===== src/rtl/keypad_pkg.sv =====
`default_nettype none
// ============================================================================
// Module      : keypad_pkg
// Description : Shared keypad constants, debounce FSM encoding, segment blank.
// Revision    : 1.0 - initial release
// ============================================================================
package keypad_pkg;

    localparam logic [3:0] KEY_BKSP  = 4'hE;
    localparam logic [3:0] KEY_CLR   = 4'hF;
    localparam logic [7:0] SEG_BLANK = 8'hFF;

    typedef enum logic [1:0] {
        IDLE     = 2'd0,
        DEBOUNCE = 2'd1,
        APPLY    = 2'd2,
        HELD     = 2'd3
    } kb_state_t;

    function automatic logic is_digit(input logic [3:0] code);
        return (code <= 4'd9);
    endfunction

endpackage
`default_nettype wire


===== src/rtl/seg7_decode.sv =====
`default_nettype none
// ============================================================================
// Module      : seg7_decode
// Description : BCD + blank flag to active-low {dp,g,f,e,d,c,b,a} pattern.
// Revision    : 1.0 - initial release
// ============================================================================
module seg7_decode
    import keypad_pkg::*;
(
    input  logic [3:0] bcd,
    input  logic       blank,
    output logic [7:0] seg
);

    always_comb begin
        seg = SEG_BLANK;
        if (!blank) begin
            case (bcd)
                4'd0:    seg = 8'hC0;
                4'd1:    seg = 8'hF9;
                4'd2:    seg = 8'hA4;
                4'd3:    seg = 8'hB0;
                4'd4:    seg = 8'h99;
                4'd5:    seg = 8'h92;
                4'd6:    seg = 8'h82;
                4'd7:    seg = 8'hF8;
                4'd8:    seg = 8'h80;
                4'd9:    seg = 8'h90;
                default: seg = SEG_BLANK;
            endcase
        end
    end

endmodule
`default_nettype wire


===== src/rtl/key_digit_buffer.sv =====
`default_nettype none
// ============================================================================
// Module      : key_digit_buffer
// Description : Debounced keypad entry into a BCD buffer with muxed 7-seg drive.
// Revision    : 1.0 - initial release
// ============================================================================
module key_digit_buffer
    import keypad_pkg::*;
#(
    parameter int NUM_DIGITS      = 4,
    parameter int DEBOUNCE_CYCLES = 4,
    parameter int SCAN_DIV        = 1000
) (
    input  logic                              clk,
    input  logic                              rst_n,
    input  logic                              key_valid,
    input  logic [3:0]                        key_code,
    output logic                              key_event,
    output logic [4*NUM_DIGITS-1:0]           digits,
    output logic [$clog2(NUM_DIGITS+1)-1:0]   digit_count,
    output logic [NUM_DIGITS-1:0]             seg_sel,
    output logic [7:0]                        codeout
);

    localparam int CNT_W = $clog2(DEBOUNCE_CYCLES + 1);
    localparam int CW    = $clog2(NUM_DIGITS + 1);
    localparam int IDX_W = $clog2(NUM_DIGITS);
    localparam int DIV_W = (SCAN_DIV > 1) ? $clog2(SCAN_DIV) : 1;

    localparam logic [CNT_W-1:0] C_CNT_LAST = CNT_W'(DEBOUNCE_CYCLES - 1);
    localparam logic [CW-1:0]    C_FULL     = CW'(NUM_DIGITS);
    localparam logic [IDX_W-1:0] C_IDX_LAST = IDX_W'(NUM_DIGITS - 1);
    localparam logic [DIV_W-1:0] C_DIV_LAST = DIV_W'(SCAN_DIV - 1);

    kb_state_t                r_state, w_state_nxt;
    logic [CNT_W-1:0]         r_cnt, w_cnt_nxt;
    logic [3:0]               r_code, w_code_nxt;
    logic                     r_key_event;
    logic [4*NUM_DIGITS-1:0]  r_digits;
    logic [CW-1:0]            r_count;
    logic [DIV_W-1:0]         r_div;
    logic [IDX_W-1:0]         r_idx;
    logic [NUM_DIGITS-1:0]    r_seg_sel;
    logic [7:0]               r_codeout;
    logic [3:0]               w_cur_digit;
    logic                     w_blank;
    logic [7:0]               w_seg;

    // ---------------- debounce FSM ----------------
    always_ff @(posedge clk or negedge rst_n) begin
        if (!rst_n) begin
            r_state <= IDLE;
            r_cnt   <= '0;
            r_code  <= '0;
        end else begin
            r_state <= w_state_nxt;
            r_cnt   <= w_cnt_nxt;
            r_code  <= w_code_nxt;
        end
    end

    // r_cnt counts stable press samples in DEBOUNCE and low samples in HELD
    always_comb begin
        w_state_nxt = r_state;
        w_cnt_nxt   = r_cnt;
        w_code_nxt  = r_code;
        case (r_state)
            IDLE: begin
                if (key_valid) begin
                    w_code_nxt  = key_code;
                    w_cnt_nxt   = CNT_W'(1);
                    w_state_nxt = (DEBOUNCE_CYCLES <= 1) ? APPLY : DEBOUNCE;
                end
            end
            DEBOUNCE: begin
                if (!key_valid) begin
                    w_state_nxt = IDLE;
                    w_cnt_nxt   = '0;
                end else if (key_code != r_code) begin
                    w_code_nxt = key_code;
                    w_cnt_nxt  = CNT_W'(1);
                end else if (r_cnt == C_CNT_LAST) begin
                    w_state_nxt = APPLY;
                    w_cnt_nxt   = '0;
                end else begin
                    w_cnt_nxt = r_cnt + CNT_W'(1);
                end
            end
            APPLY: begin
                w_state_nxt = HELD;
                w_cnt_nxt   = '0;
            end
            HELD: begin
                if (key_valid) begin
                    w_cnt_nxt = '0;
                end else if (r_cnt == C_CNT_LAST) begin
                    w_state_nxt = IDLE;
                    w_cnt_nxt   = '0;
                end else begin
                    w_cnt_nxt = r_cnt + CNT_W'(1);
                end
            end
            default: begin
                w_state_nxt = IDLE;
                w_cnt_nxt   = '0;
            end
        endcase
    end

    // ---------------- entry buffer ----------------
    always_ff @(posedge clk or negedge rst_n) begin
        if (!rst_n) begin
            r_key_event <= 1'b0;
            r_digits    <= '0;
            r_count     <= '0;
        end else begin
            r_key_event <= 1'b0;
            if (r_state == APPLY) begin
                if (is_digit(r_code)) begin
                    r_digits    <= {r_digits[4*NUM_DIGITS-5:0], r_code};
                    r_key_event <= 1'b1;
                    if (r_count != C_FULL)
                        r_count <= r_count + CW'(1);
                end else if (r_code == KEY_BKSP) begin
                    r_digits    <= r_digits >> 4;
                    r_key_event <= 1'b1;
                    if (r_count != '0)
                        r_count <= r_count - CW'(1);
                end else if (r_code == KEY_CLR) begin
                    r_digits    <= '0;
                    r_count     <= '0;
                    r_key_event <= 1'b1;
                end
            end
        end
    end

    // ---------------- display scan ----------------
    assign w_cur_digit = r_digits[4*r_idx +: 4];
    // An empty buffer still shows a single "0" at position 0
    assign w_blank = (int'(r_idx) >= int'(r_count)) && !((r_idx == '0) && (r_count == '0));

    seg7_decode u_seg7_decode (
        .bcd   (w_cur_digit),
        .blank (w_blank),
        .seg   (w_seg)
    );

    always_ff @(posedge clk or negedge rst_n) begin
        if (!rst_n) begin
            r_div     <= '0;
            r_idx     <= '0;
            r_seg_sel <= ~NUM_DIGITS'(1);
            r_codeout <= SEG_BLANK;
        end else begin
            if (r_div == C_DIV_LAST) begin
                r_div <= '0;
                r_idx <= (r_idx == C_IDX_LAST) ? '0 : r_idx + IDX_W'(1);
            end else begin
                r_div <= r_div + DIV_W'(1);
            end
            r_seg_sel <= ~(NUM_DIGITS'(1) << r_idx);
            r_codeout <= w_seg;
        end
    end

    assign key_event   = r_key_event;
    assign digits      = r_digits;
    assign digit_count = r_count;
    assign seg_sel     = r_seg_sel;
    assign codeout     = r_codeout;

endmodule
`default_nettype wire


===== config.mk =====
export PLATFORM = sky130hd
export DESIGN_NAME = key_digit_buffer
export DESIGN_NICKNAME = d
export VERILOG_FILES = /design/src/rtl/keypad_pkg.sv /design/src/rtl/seg7_decode.sv /design/src/rtl/key_digit_buffer.sv
export SDC_FILE = /design/constraint.sdc
export NUM_CORES = 1
export LEC_CHECK = 0
export ABC_AREA = 0
export CAP_MARGIN = 15
export CORE_MARGIN = 2
export CORE_UTILIZATION = 30
export DETAILED_ROUTE_END_ITERATION = 8
export PLACE_DENSITY = 0.49
export SYNTH_ARGS = -nofsm -noshare
export SYNTH_HDL_FRONTEND = slang
export SYNTH_HIERARCHICAL = 1
export SYNTH_SLANG_ARGS = --single-unit

===== constraint.sdc =====
create_clock -name clk -period 4.1 [get_ports clk]
set_input_delay 0.41 -clock clk [delete_from_list [all_inputs] [get_ports clk]]
set_output_delay 0.41 -clock clk [all_outputs]
set_load 0.01 [all_outputs]

==> flow_summary.json, run 1 <==
{
  "setup_violations": 0,
  "ctsHoldBuffers": 0,
  "ys_seq_elements": 53,
  "synth-edff-count": 0,
  "io_buffers": 38,
  "finish.net_count": 323,
  "worst_setup_path_end_kind": "flip-flop",
  "finalCriticalPeriod_ps": 2330,
  "cp_cell_sequence": "inv_1, ha_1, nand2b_1, a21oi_1, a211oi_1, nor2_1, a21oi_1",
  "fp.dieW_um": 102,
  "synth.cell_area_um2": 2860,
  "clkSlewWorstSetupHoldPaths_ps": 100,
  "root_buffer": "clkbuf_8",
  "rsz0062_at_grt": "false",
  "cp-start-kind": "flip-flop",
  "fin_setup_tns_ps": 0,
  "synth_area_leader_cell": "dfrtp_1",
  "ant_nets": 0,
  "wl_per_cell_um": 13.8,
  "htreeDepth": 2,
  "cpPeakStageDelay_ps": 700,
  "drt_pass1_iterations": 4,
  "synth_area_leaders": "dfrtp_1 (37%), dfstp_2 (10%), ha_1 (7.0%), nor2_1 (5.0%), mux4_2 (3.2%)",
  "worst_path_max_delay_cell": "a211oi_1",
  "slew_headroom_pct": 40.0,
  "area_growth_pct": 18.7,
  "initial_core_util_pct": 30.9,
  "status": "completed",
  "post_cts_resized": 0,
  "drive_above_1_share_pct": 14.6,
  "row_count": 35,
  "synth_top_area_share_pct": 36.8,
  "power.share.combinational_pct": 40.6,
  "synthCells": 266,
  "fin_util_pct": 36.7,
  "routed_wl_mm": 5.95,
  "critPathMaxFanout": 9,
  "num_io_pins": 39,
  "vias": 2016,
  "whs_ps": 161,
  "gr-total-overflow": 0,
  "layout_common_cells": "dfrtp_1 (42), nor2_1 (38), clkdlybuf4s50_1 (37)",
  "seqPwrFrac_pct": 43.1,
  "drtIter0Drc": 97,
  "max-cap-violations": 0,
  "grt_pass1_wl_mm": 9.92,
  "max_freq_mhz": 429,
  "antennaDiodeCount": 0,
  "clockBufferDepth": 2,
  "clock_skew_ps": 12.2,
  "worstMarginPinSlew_ps": 894,
  "crit_arrival_ps": 2570,
  "ys.warnings.count": 6,
  "design.die.area_um2": 10300,
  "grt_max_degree": 34,
  "dp_hpwl_mm": 4.28,
  "yosysUniqueCellTypes": 51,
  "p_sw_share_pct": 36.6,
  "synth_top_flop_cell": "dfrtp_1",
  "die_y_um": 102,
  "switching_power_mw": 0.704,
  "drc": 0,
  "timing.final.max_slew_violations": 0,
  "viasPerCell": 4.69,
  "numCtsBuffers": 5,
  "grtUsageTotal_pct": 12.3,
  "p_leak_nw": 1.42,
  "first_global_vias": 1957,
  "gp_congestion": 0.778,
  "seq_area_frac_synth_pct": 46.9,
  "reg2regPathDepth": 7,
  "antenna_found_initial": 0,
  "p_int_mw": 1.22,
  "hold_violations": 0,
  "final_common_cell": "dfrtp_1",
  "hp-class": "input port to async pin",
  "critPathKind": "flip-flop to flip-flop",
  "crit_required_ps": 4340,
  "syn_area_per_cell_um2": 10.7,
  "ys_async_sr_fraction_pct": 100,
  "insertion_delay_ps": 310,
  "clkPwrFrac_pct": 16.3,
  "cts_tree": "done",
  "core-area_um2": 9240,
  "clock_sinks": 53,
  "postCtsSetupBuffers": 0,
  "synth_nets": 289,
  "p_per_area_nw_per_um2": 567,
  "path_common_cell": "a21oi_1",
  "fin_crit_sh_pct": 56.8,
  "ir_drop_mv": 0.226,
  "fill_cells": 919
}
-- metal layers --
metal  vias to the layer above  track usage, %  part of all wire [%]
li1                        978               -                     -
met1                       990            17.1                    50
met2                        42            19.3                    45
met3                         6            2.42                   3.8
met4                         0            3.74                   1.3
met5                         -               0                     0
-- cells by family (layout without fill, tap and decap cells) --
kind of cell	count (synthesis)	count (layout)	share of synthesized area [%]
fa+ha+maj	16	16	7.01
xor+xnor	13	13	3.98
compound gates	48	48	12.5
buf+inv	28	63	6.00
other cells	1	1	0.131
flops	53	53	46.9
simple gates	94	94	16.6
mux	13	13	6.87
-- critical path: cells and delay by family, from the launching register on --
kind / cells / cell delay [ps]
and+or+nand+nor: 2 / 290
buffers and inverters: 1 / 140
adders and majority gates: 1 / 290
AOI/OAI and AO/OA: 3 / 970
DFF: 1 / 570
-- per-stage QoR --
stage	power, mW	area (µm²)	std cells	setup slack, ps
floorplan	1.26	2860	266	2000
global placement	1.62	3300	422	1870
detailed placement	1.63	3300	422	1760
CTS	1.95	3390	430	1740
global route	2.07	3390	430	1410
finish	1.92	3390	430	1770
-- layout make-up --
cell class              count  area, µm²  area share (%)
clock inverters             2       13.8           0.406
inverters                  15       58.8            1.73
repair buffers             40        390            11.5
well taps                 129        161            4.76
flip-flops and latches     53       1340            39.5
multi-input cells         185       1350            39.7
clock buffers               6       82.6            2.43
-- synth_stat cells (6+ instances only) --
cell	n
a21oi_1	11
a221oi_1	6
buf_6	7
dfrtp_1	42
dfstp_2	11
ha_1	16
inv_1	14
nand2_1	17
nand2b_1	6
nand3_1	11
nor2_1	38
nor2b_1	6
o21ai_0	11
xnor2_1	9
-- state kept, by name, indices dropped and copies added, names as in the netlist, named ones only --
signal       cells
codeout          8
r_code           4
r_idx            2
digit_count      3
r_cnt            3
seg_sel          4
r_div           10
digits          16
r_state          1
key_event        1
-- power by group through the flow --
stage                     Combinational [mW]  Clock [mW]  Sequential (mW)
after floorplan                        0.417           0            0.844
after global routing                   0.868       0.349            0.853
after detailed placement               0.784           0            0.843
after global placement                 0.771           0            0.846
after CTS                              0.787       0.328            0.834
final                                  0.781       0.314            0.829
-- path summary, 6_finish.rpt --
check                      startpoint          to  slack (ps)
max                          r_idx[0]  codeout[0]        1770
min                             rst_n   digits[1]         160
max reg2reg                  r_idx[0]  codeout[0]        1770
min reg2reg                  r_div[0]    r_div[0]         490
max in group asynchronous       rst_n  codeout[7]        3110
min in group clk             r_div[0]    r_div[0]         490
Note: power is estimated with default switching activity, not from simulation.
==> run 2, diff against run 1 <==
==> constraint.sdc (replaced) <==
create_clock -name clk -period 2.2 [get_ports clk]
set_input_delay 0.22 -clock clk [delete_from_list [all_inputs] [get_ports clk]]
set_output_delay 0.22 -clock clk [all_outputs]
set_load 0.01 [all_outputs]
==> run 2 against run 1 <==
  * Clock skew is 1.1 ps higher
  * Largest power group unchanged
  * Highest routed layer unchanged
  * Wire length up 1.7%
  * Utilization is 0.83 points higher
  * Die area unchanged
  * Design area grew 2.2%
  * Non-clock buffer count increased by 5
  * Sequential share of layout area is 0.87 points lower
  * Final cell count up 1.2%
  * Global-route usage increased by 0.61 points
  * Worst setup slack got worse by 1500 ps
==> flow_summary.json, run 2 (same netlist as run 1, synthesis figures left out) <==
{
  "reg2regPathDepth": 6,
  "timing.final.max_slew_violations": 0,
  "crit_required_ps": 2440,
  "worstMarginPinSlew_ps": 502,
  "crit_arrival_ps": 2140,
  "htreeDepth": 2,
  "rr_endpoint": "codeout[3]",
  "insertion_delay_ps": 310,
  "fp.dieW_um": 102,
  "io_buffers": 38,
  "reg2reg_slack_ps": 310,
  "drive_above_1_share_pct": 16.0,
  "max_freq_mhz": 528,
  "row_count": 35,
  "antennaDiodeCount": 0,
  "vias": 2039,
  "initial_core_util_pct": 30.9,
  "design.die.area_um2": 10300,
  "ir_drop_mv": 0.431,
  "worst_path_max_delay_cell": "mux4_2",
  "hp-class": "input port to async pin",
  "gr-total-overflow": 0,
  "fill_cells": 935,
  "setup_violations": 0,
  "slew_headroom_pct": 66.5,
  "fin_crit_sh_pct": 86.1,
  "clockBufferDepth": 2,
  "pre_cts_ws_ps": 156,
  "root_buffer": "clkbuf_8",
  "die_y_um": 102,
  "finalCriticalPeriod_ps": 1890,
  "area_growth_pct": 21.4,
  "grt_max_degree": 34,
  "largest_register_ff_count": 16,
  "clock_sinks": 53,
  "layout_common_cells": "dfrtp_1 (42), nor2_1 (38), clkdlybuf4s50_1 (37)",
  "final_common_cell": "dfrtp_1",
  "antenna_found_initial": 0,
  "worst_setup_path_end_kind": "flip-flop",
  "critPathKind": "flip-flop to flip-flop",
  "finish.net_count": 328,
  "total_power_mw": 3.70,
  "numCtsBuffers": 5,
  "first_global_vias": 2012,
  "cp_cell_sequence": "buf_4, mux4_2, inv_1, ha_1, nor3b_2, a21oi_1",
  "final_cells": 435,
  "grtUsageTotal_pct": 12.9,
  "p_leak_nw": 1.45,
  "fin_area_um2": 3470,
  "placed_area_um2": 3340,
  "fin_setup_tns_ps": 0,
  "whs_ps": 392,
  "core-area_um2": 9240,
  "drtIter0Drc": 97,
  "postLayoutSetupSlackWorst_ps": 306,
  "drc": 0,
  "drt_pass1_iterations": 4,
  "clkSlewWorstSetupHoldPaths_ps": 100,
  "gp_congestion": 0.763,
  "dp_hpwl_mm": 4.38,
  "clock_skew_ps": 13.2,
  "num_io_pins": 39,
  "critPathMaxFanout": 8,
  "cp-start-kind": "flip-flop",
  "wl_per_cell_um": 13.9,
  "rr_startpoint": "r_idx[0]",
  "postCtsSetupBuffers": 0,
  "placed_cells": 426,
  "hold_violations": 0,
  "cpPeakStageDelay_ps": 610,
  "grt_pass1_wl_mm": 10.5,
  "status": "completed",
  "p_per_area_nw_per_um2": 1070,
  "cts_tree": "done",
  "rsz0062_at_grt": "false",
  "fin_util_pct": 37.5,
  "routed_wl_mm": 6.06,
  "ant_nets": 0,
  "max-cap-violations": 0,
  "viasPerCell": 4.69
}
run 2: layout make-up:
class                           count  area (µm²)  share of cell area [%]
Timing Repair Buffer               45         443                    12.8
Multi-Input combinational cell    185        1350                    38.9
Inverter                           15        58.8                    1.69
Tap cell                          129         161                    4.65
Sequential cell                    53        1340                    38.6
Clock buffer                        5        68.8                    1.98
Clock inverter                      3        46.3                    1.33
run 2: power by group:
group	leakage [nW]	total, mW	internal (mW)	switching [mW]
registers	0.649	1.55	1.26	0.287
logic	0.746	1.47	0.772	0.698
clock network	0.0543	0.688	0.341	0.346
total	1.45	3.70	2.37	1.33
run 2: worst max-delay path, delay by kind of cell (launching register included):
kind,cells,cell delay (ps)
muxes,1,610
and+or+nand+nor,1,160
buffers and inverters,2,310
DFF,1,360
adders and majority gates,1,260
AOI/OAI and AO/OA,1,130
run 2: worst max-delay path by stage:
stage,from,to
2_1_floorplan,r_idx[0],codeout[0]
3_3_place_gp,r_idx[1],codeout[3]
3_5_place_dp,r_idx[1],codeout[0]
4_1_cts,r_idx[1],codeout[0]
5_1_grt,r_idx[0],codeout[5]
6_report,r_idx[0],codeout[3]
run 2: layer usage:
metal | global-route usage (%) | wire [µm] | up-vias
met4 | 3.74 | 65 | 0
li1 | - | - | 998
met5 | 0 | 0 | -
met2 | 20.0 | 2690 | 45
met1 | 18.5 | 3060 | 992
met3 | 2.07 | 239 | 4
run 2: timing repair:
item | 4_1_cts | 5_1_grt
setup endpoints to repair | 0 | 4
resized for setup | 0 | 1
hold buffers | 1 | 0
endpoints found under the hold margin | 10 | 0
==> run 3, diff against run 2 <==
==> constraint.sdc (replaced) <==
create_clock -name clk -period 2.2 [get_ports clk]
set_input_delay 0.22 -clock clk [delete_from_list [all_inputs] [get_ports clk]]
set_output_delay 0.22 -clock clk [all_outputs]
set_load 0.005 [all_outputs]
==> results of run 3 <==
The final DEF is identical to that of run 2. Status: completed.
Main changes from that run: total power 3.70 mW -> 3.61 mW; worst IR drop on VDD 0.431 mV -> 0.401 mV
